**config.mk**
```make
export PLATFORM = sky130hd
export DESIGN_NAME = exe_wb_stage
export DESIGN_NICKNAME = d
export VERILOG_FILES = /design/src/rtl/exe_wb_stage.sv
export SDC_FILE = /design/constraint.sdc
export NUM_CORES = 1
export LEC_CHECK = 0
export ABC_CLOCK_PERIOD_IN_PS = 2300
export CORE_MARGIN = 10
export CORE_UTILIZATION = 25
export CTS_CLUSTER_SIZE = 40
export DETAILED_ROUTE_END_ITERATION = 6
export GPL_ROUTABILITY_DRIVEN = 1
export PLACE_DENSITY_LB_ADDON = 0.12
export SYNTH_ARGS = -nofsm -noshare
export SYNTH_HDL_FRONTEND = slang
export SYNTH_SLANG_ARGS = --single-unit
```
**constraint.sdc**
```tcl
create_clock -name clk -period 2.3 [get_ports clk]
set_input_delay 0.575 -clock clk [delete_from_list [all_inputs] [get_ports clk]]
set_output_delay 0.575 -clock clk [all_outputs]
set_load 0.01 [all_outputs]
```
**src/rtl/exe_wb_stage.sv**
```systemverilog
`default_nettype none
// +------------------------------------------------------------------------+
// | Module   : exe_wb_stage                                                |
// | Purpose  : Execute-to-writeback boundary. Two-entry skid buffer        |
// |            (OUT + SKID), Z/N flag register, operand forwarding and a   |
// |            saturating back-pressure counter.                           |
// | Revision : 1.0 - initial release                                       |
// +------------------------------------------------------------------------+
module exe_wb_stage #(
  parameter int DW = 8,
  parameter int RW = 2
) (
  input  logic          clk,
  input  logic          rst_n,
  input  logic          ex_valid,
  output logic          ex_ready,
  input  logic [DW-1:0] ex_result,
  input  logic [RW-1:0] ex_dest,
  input  logic          ex_reg_we,
  input  logic          ex_flag_we,
  input  logic          flush,
  input  logic [RW-1:0] ra_idx,
  input  logic [RW-1:0] rb_idx,
  output logic          wb_valid,
  input  logic          wb_ready,
  output logic [DW-1:0] wb_data,
  output logic [RW-1:0] wb_dest,
  output logic          wb_we,
  output logic          z_flag,
  output logic          n_flag,
  output logic [1:0]    fwd_sel_a,
  output logic [1:0]    fwd_sel_b,
  output logic [DW-1:0] fwd_data_a,
  output logic [DW-1:0] fwd_data_b,
  output logic [7:0]    stall_cnt
);

  localparam logic [7:0] c_STALL_MAX = 8'hFF;
  localparam logic [1:0] c_SEL_RF    = 2'b00;
  localparam logic [1:0] c_SEL_OUT   = 2'b01;
  localparam logic [1:0] c_SEL_SKID  = 2'b10;

  typedef struct packed {
    logic          valid;
    logic [DW-1:0] data;
    logic [RW-1:0] dest;
    logic          rwe;
    logic          fwe;
  } slot_t;

  slot_t      out_q, out_d;
  slot_t      skid_q, skid_d;
  slot_t      w_in;
  logic       z_q, z_d;
  logic       n_q, n_d;
  logic [7:0] stall_q, stall_d;
  logic       w_accept;
  logic       w_retire;

  // ex_ready comes straight from the SKID valid flop, so the upstream
  // handshake never sees a combinational path from wb_ready.
  assign w_accept = ex_valid & ~skid_q.valid;
  assign w_retire = out_q.valid & wb_ready;

  assign w_in = '{valid: 1'b1, data: ex_result, dest: ex_dest,
                  rwe: ex_reg_we, fwe: ex_flag_we};

  // Next-state for both slots, the flag register and the stall counter.
  always_comb begin
    out_d   = out_q;
    skid_d  = skid_q;
    z_d     = z_q;
    n_d     = n_q;
    stall_d = stall_q;

    if (!out_q.valid || wb_ready) begin
      // OUT is free this cycle: promote the older SKID entry first.
      if (skid_q.valid) begin
        out_d  = skid_q;
        skid_d = w_accept ? w_in : '0;
      end else begin
        out_d  = w_accept ? w_in : '0;
      end
    end else if (w_accept) begin
      skid_d = w_in;
    end

    // A branch squashes everything buffered, including a same-cycle accept.
    if (flush) begin
      out_d  = '0;
      skid_d = '0;
    end

    // The retiring entry still updates flags even in a flush cycle.
    if (w_retire && out_q.fwe) begin
      z_d = (out_q.data == '0);
      n_d = out_q.data[DW-1];
    end

    if (out_q.valid && !wb_ready && (stall_q != c_STALL_MAX)) begin
      stall_d = stall_q + 8'd1;
    end
  end

  // State registers with synchronous active-low reset.
  always_ff @(posedge clk) begin
    if (!rst_n) begin
      out_q   <= '0;
      skid_q  <= '0;
      z_q     <= 1'b0;
      n_q     <= 1'b0;
      stall_q <= 8'd0;
    end else begin
      out_q   <= out_d;
      skid_q  <= skid_d;
      z_q     <= z_d;
      n_q     <= n_d;
      stall_q <= stall_d;
    end
  end

  // Forwarding for source A: the younger SKID entry wins over OUT.
  always_comb begin
    fwd_sel_a  = c_SEL_RF;
    fwd_data_a = '0;
    if (skid_q.valid && skid_q.rwe && (skid_q.dest == ra_idx)) begin
      fwd_sel_a  = c_SEL_SKID;
      fwd_data_a = skid_q.data;
    end else if (out_q.valid && out_q.rwe && (out_q.dest == ra_idx)) begin
      fwd_sel_a  = c_SEL_OUT;
      fwd_data_a = out_q.data;
    end
  end

  // Forwarding for source B, same priority as source A.
  always_comb begin
    fwd_sel_b  = c_SEL_RF;
    fwd_data_b = '0;
    if (skid_q.valid && skid_q.rwe && (skid_q.dest == rb_idx)) begin
      fwd_sel_b  = c_SEL_SKID;
      fwd_data_b = skid_q.data;
    end else if (out_q.valid && out_q.rwe && (out_q.dest == rb_idx)) begin
      fwd_sel_b  = c_SEL_OUT;
      fwd_data_b = out_q.data;
    end
  end

  assign ex_ready  = ~skid_q.valid;
  assign wb_valid  = out_q.valid;
  assign wb_data   = out_q.data;
  assign wb_dest   = out_q.dest;
  assign wb_we     = out_q.valid & out_q.rwe;
  assign z_flag    = z_q;
  assign n_flag    = n_q;
  assign stall_cnt = stall_q;

endmodule
`default_nettype wire

```
==> results.ini, run 1 <==
[die]
die_area_um2 = 12400
fp-row-count = 33
initial_core_util = 0.256
core_area_um2 = 8180
die_h_um = 112
io_pins = 64
die_w_um = 112

[clock_tree]
cts_buffers = 5
cts_root_buffer = clkbuf_8
cts_buffer_depth = 2
clk_latency_ns = 0.28
h-tree-depth = 2
cts_hold_buf = 0
clk_pin_slew_worst_paths_ns = 0.07
cts_tree = built
cts_num_sinks = 36

[timing]
setup_viol = 0
relSlewSlack = 0.612
skew_ns = 0.00230
tightest_slew_ns = 0.580
rsz0062_at_grt = false
min_period_ns = 2.21
clock.fmax_ghz = 0.452
slew_violations = 0
hold_violations = 0
finalCritPeriodShare = 0.963

[placement]
dpl.cell_count = 419
place_congestion = 0.787
dpl_cell_area_um2 = 2870
port_buffers = 63
hpwl_um = 5250

[pwr]
p_total_mw = 1.24
p_sw_frac = 0.257
p_per_area_nw_per_um2 = 426
pwr-share-seq = 0.520
p_clk_frac = 0.349
p_switching_uw = 317
p_leak_nw = 1.04
p_comb_frac = 0.131
max-vdd-ir-drop_mv = 0.188
cellInternalPower_uw = 919

[grt]
grt-ovfl-total = 0
grt_pass1_wl_um = 11100
use_met2 = 0.191
met3_usage = 0.0236
grt.busiest_layer = met2
grtUsageMet1 = 0.123
antenna_found_initial = 0
grt_start_max_net_pins = 37
grt_pass1_vias = 2043
grt_usage = 0.107

[detailed_routing]
routed_wl_um = 6880
vias = 2129
dr.pass1.iters = 4
via_per_inst = 5.00
avgRoutedWirePerCell_um = 16.1
drc_errors = 0
ant_nets = 0
dr.first_iter.drc_count = 128

[synth]
synth-async-reset-ratio = 0
ys_types = 39
synth_top_family_by_area = simple AND/OR/NAND/NOR gates
synth-simple-area-share = 0.300
syn_inst = 259
syn-num-nets = 281
synth.most_common_cell = dfxtp_1
yosysTopAreaCellShare = 0.344
synth_edf_count = 0
yosys-top-cells-area = dfxtp_1 34%, nand4_1 5.4%, o31ai_1 5.4%
synth_compound_area_frac = 0.215
synth_top_cell_by_area = dfxtp_1
syn-cell-area_um2 = 2100
yosys-top-cells-count = 36 x dfxtp_1, 28 x nand2_1, 18 x a21oi_1, 18 x nand4_1
yosysWarnings = 0
synth-xor-area-share = 0.0334
synth_area_per_cell_um2 = 8.09
ys.flop_type = dfxtp_1
yosysSeqAreaShare = 0.344
synthAdderAreaFrac = 0.00597
synthMuxAreaShare = 0.0191
ys_ff_latch = 36

[worst_setup_path]
arrival_ns = 1.64
setup.worst_path.class = in2out
crit_fanout = 10
required_ns = 1.73
end_kind = output port
crit_path_start_kind = input pin
cp_cell_sequence = clkdlybuf4s15_1 -> xnor2_1 -> and3_4 -> buf_12 -> o31ai_2 -> buf_2
crit_slowest_cell = clkdlybuf4s15_1
max_stage_delay_ns = 0.22

[finish]
synthToLayoutAreaGrowth_pct = 38.6
utilization = 0.355
final-seq-area_um2 = 721
nets = 343
fin_area_um2 = 2910
fillerInstances = 891
num_antenna_cells = 0
multi_input_comb_area_um2 = 1260
fin_cells = 426
drive_gt1_frac = 0.184

[status]
outcome = finished clean

[run]
cap_violations = 0

[worst_hold_path]
worstHoldPathType = reg2reg

==> cells by family (layout without fill, tap and decap cells) <==
group	Yosys count	count (layout)
flip-flops	36	36
XOR/XNOR	8	8
buffers and inverters	31	93
AND/OR/NAND/NOR	116	116
AO/OA/AOI/OAI	63	63
multiplexers	4	4
adder cells (fa/ha/maj)	1	1
==> power by group through the flow <==
| stage | Sequential, mW | Clock [mW] | Combinational (mW) |
|---|---|---|---|
| 2_1_floorplan | 0.657 | 0 | 0.0776 |
| 3_3_place_gp | 0.658 | 0 | 0.160 |
| 3_5_place_dp | 0.658 | 0 | 0.160 |
| 4_1_cts | 0.643 | 0.447 | 0.161 |
| 5_1_grt | 0.645 | 0.477 | 0.177 |
| 6_report | 0.643 | 0.432 | 0.162 |
==> worst max-delay path, delay by kind of cell <==
kind            cells  cell delay, ns
compound gates      1            0.22
xor+xnor            1            0.16
buf+inv             3            0.53
simple gates        1            0.16
==> per-stage QoR <==
stage | worst slack (ns) | setup TNS [ns] | hold slack, ns
floorplan | 0.208 | 0 | 0.443
global placement | -0.637 | -11.75 | 0.456
detailed placement | -0.671 | -12.04 | 0.466
CTS | -0.00297 | -0.00510 | 0.476
global route | 0.0120 | 0 | 0.502
finish | 0.0853 | 0 | 0.472
==> sequential cells by signal, summed over array words and instances (netlist names) <==
register / count
wb_valid: 1
n_flag: 1
wb_dest: 2
out_q: 2
wb_data: 8
stall_cnt: 8
z_flag: 1
skid_q: 13
==> layout by cell type, fill, tap and decap left out, types with 7 or more instances in the layout <==
cell type	n
nor2_1	14
o31ai_1	8
nand3b_1	12
nor3_1	8
buf_4	18
nand4_1	18
nand3_1	15
a21o_1	11
nand2_1	26
xnor2_1	7
a311oi_1	11
buf_2	18
clkdlybuf4s50_1	39
dfxtp_1	36
a21oi_1	18
o31ai_2	8
==> worst paths after layout <==
kind / slack, ns / start / endpoint / depth (start not counted)
setup / recovery: 0.09 / rb_idx[0] / fwd_data_b[7] / 6
hold / removal: 0.47 / z_flag / z_flag / 2
setup reg to reg: 0.85 / stall_cnt[1] / stall_cnt[3] / 4
hold reg to reg: 0.47 / z_flag / z_flag / 2
==> per-layer routing <==
metal	wire length, um	vias to the layer above
met5	0	-
met4	78	0
met3	287	8
met2	3530	46
met1	2980	994
li1	-	1081
==> area by class of cell <==
| class | count | area share |
|---|---|---|
| multi-input combinational | 192 | 0.433 |
| sequential | 36 | 0.248 |
| inverter | 3 | 0.00388 |
| clock buffer | 6 | 0.0250 |
| clock inverter | 1 | 0.00172 |
| tap | 105 | 0.0452 |
| timing repair buffer | 83 | 0.243 |
==> timing repair <==
item / CTS / global route
setup endpoints to repair: 20 / 18
setup buffers: 1 / 0
gates resized for setup: 94 / 8
endpoints found under the hold margin: 0 / 0
pin swaps: 3 / 1
No activity file was read; power rests on OpenSTA's default activity.
==> run 2: changes to the inputs <==
--- a/config.mk
+++ b/config.mk
@@ -6,6 +6,7 @@
 export NUM_CORES = 1
 export LEC_CHECK = 0
 export ABC_CLOCK_PERIOD_IN_PS = 2300
+export CAP_MARGIN = 20
 export CORE_MARGIN = 10
 export CORE_UTILIZATION = 25
 export CTS_CLUSTER_SIZE = 40
==> results of run 2 <==
Same layout as run 1: the final DEF is identical, and so are final timing and power.
==> run 3: changes to the inputs <==
--- a/config.mk
+++ b/config.mk
@@ -9,6 +9,7 @@
 export CAP_MARGIN = 20
 export CORE_MARGIN = 10
 export CORE_UTILIZATION = 25
+export CTS_CLUSTER_DIAMETER = 30
 export CTS_CLUSTER_SIZE = 40
 export DETAILED_ROUTE_END_ITERATION = 6
 export GPL_ROUTABILITY_DRIVEN = 1
==> results of run 3 <==
Same layout as run 1: the final DEF is identical, and so are final timing and power.
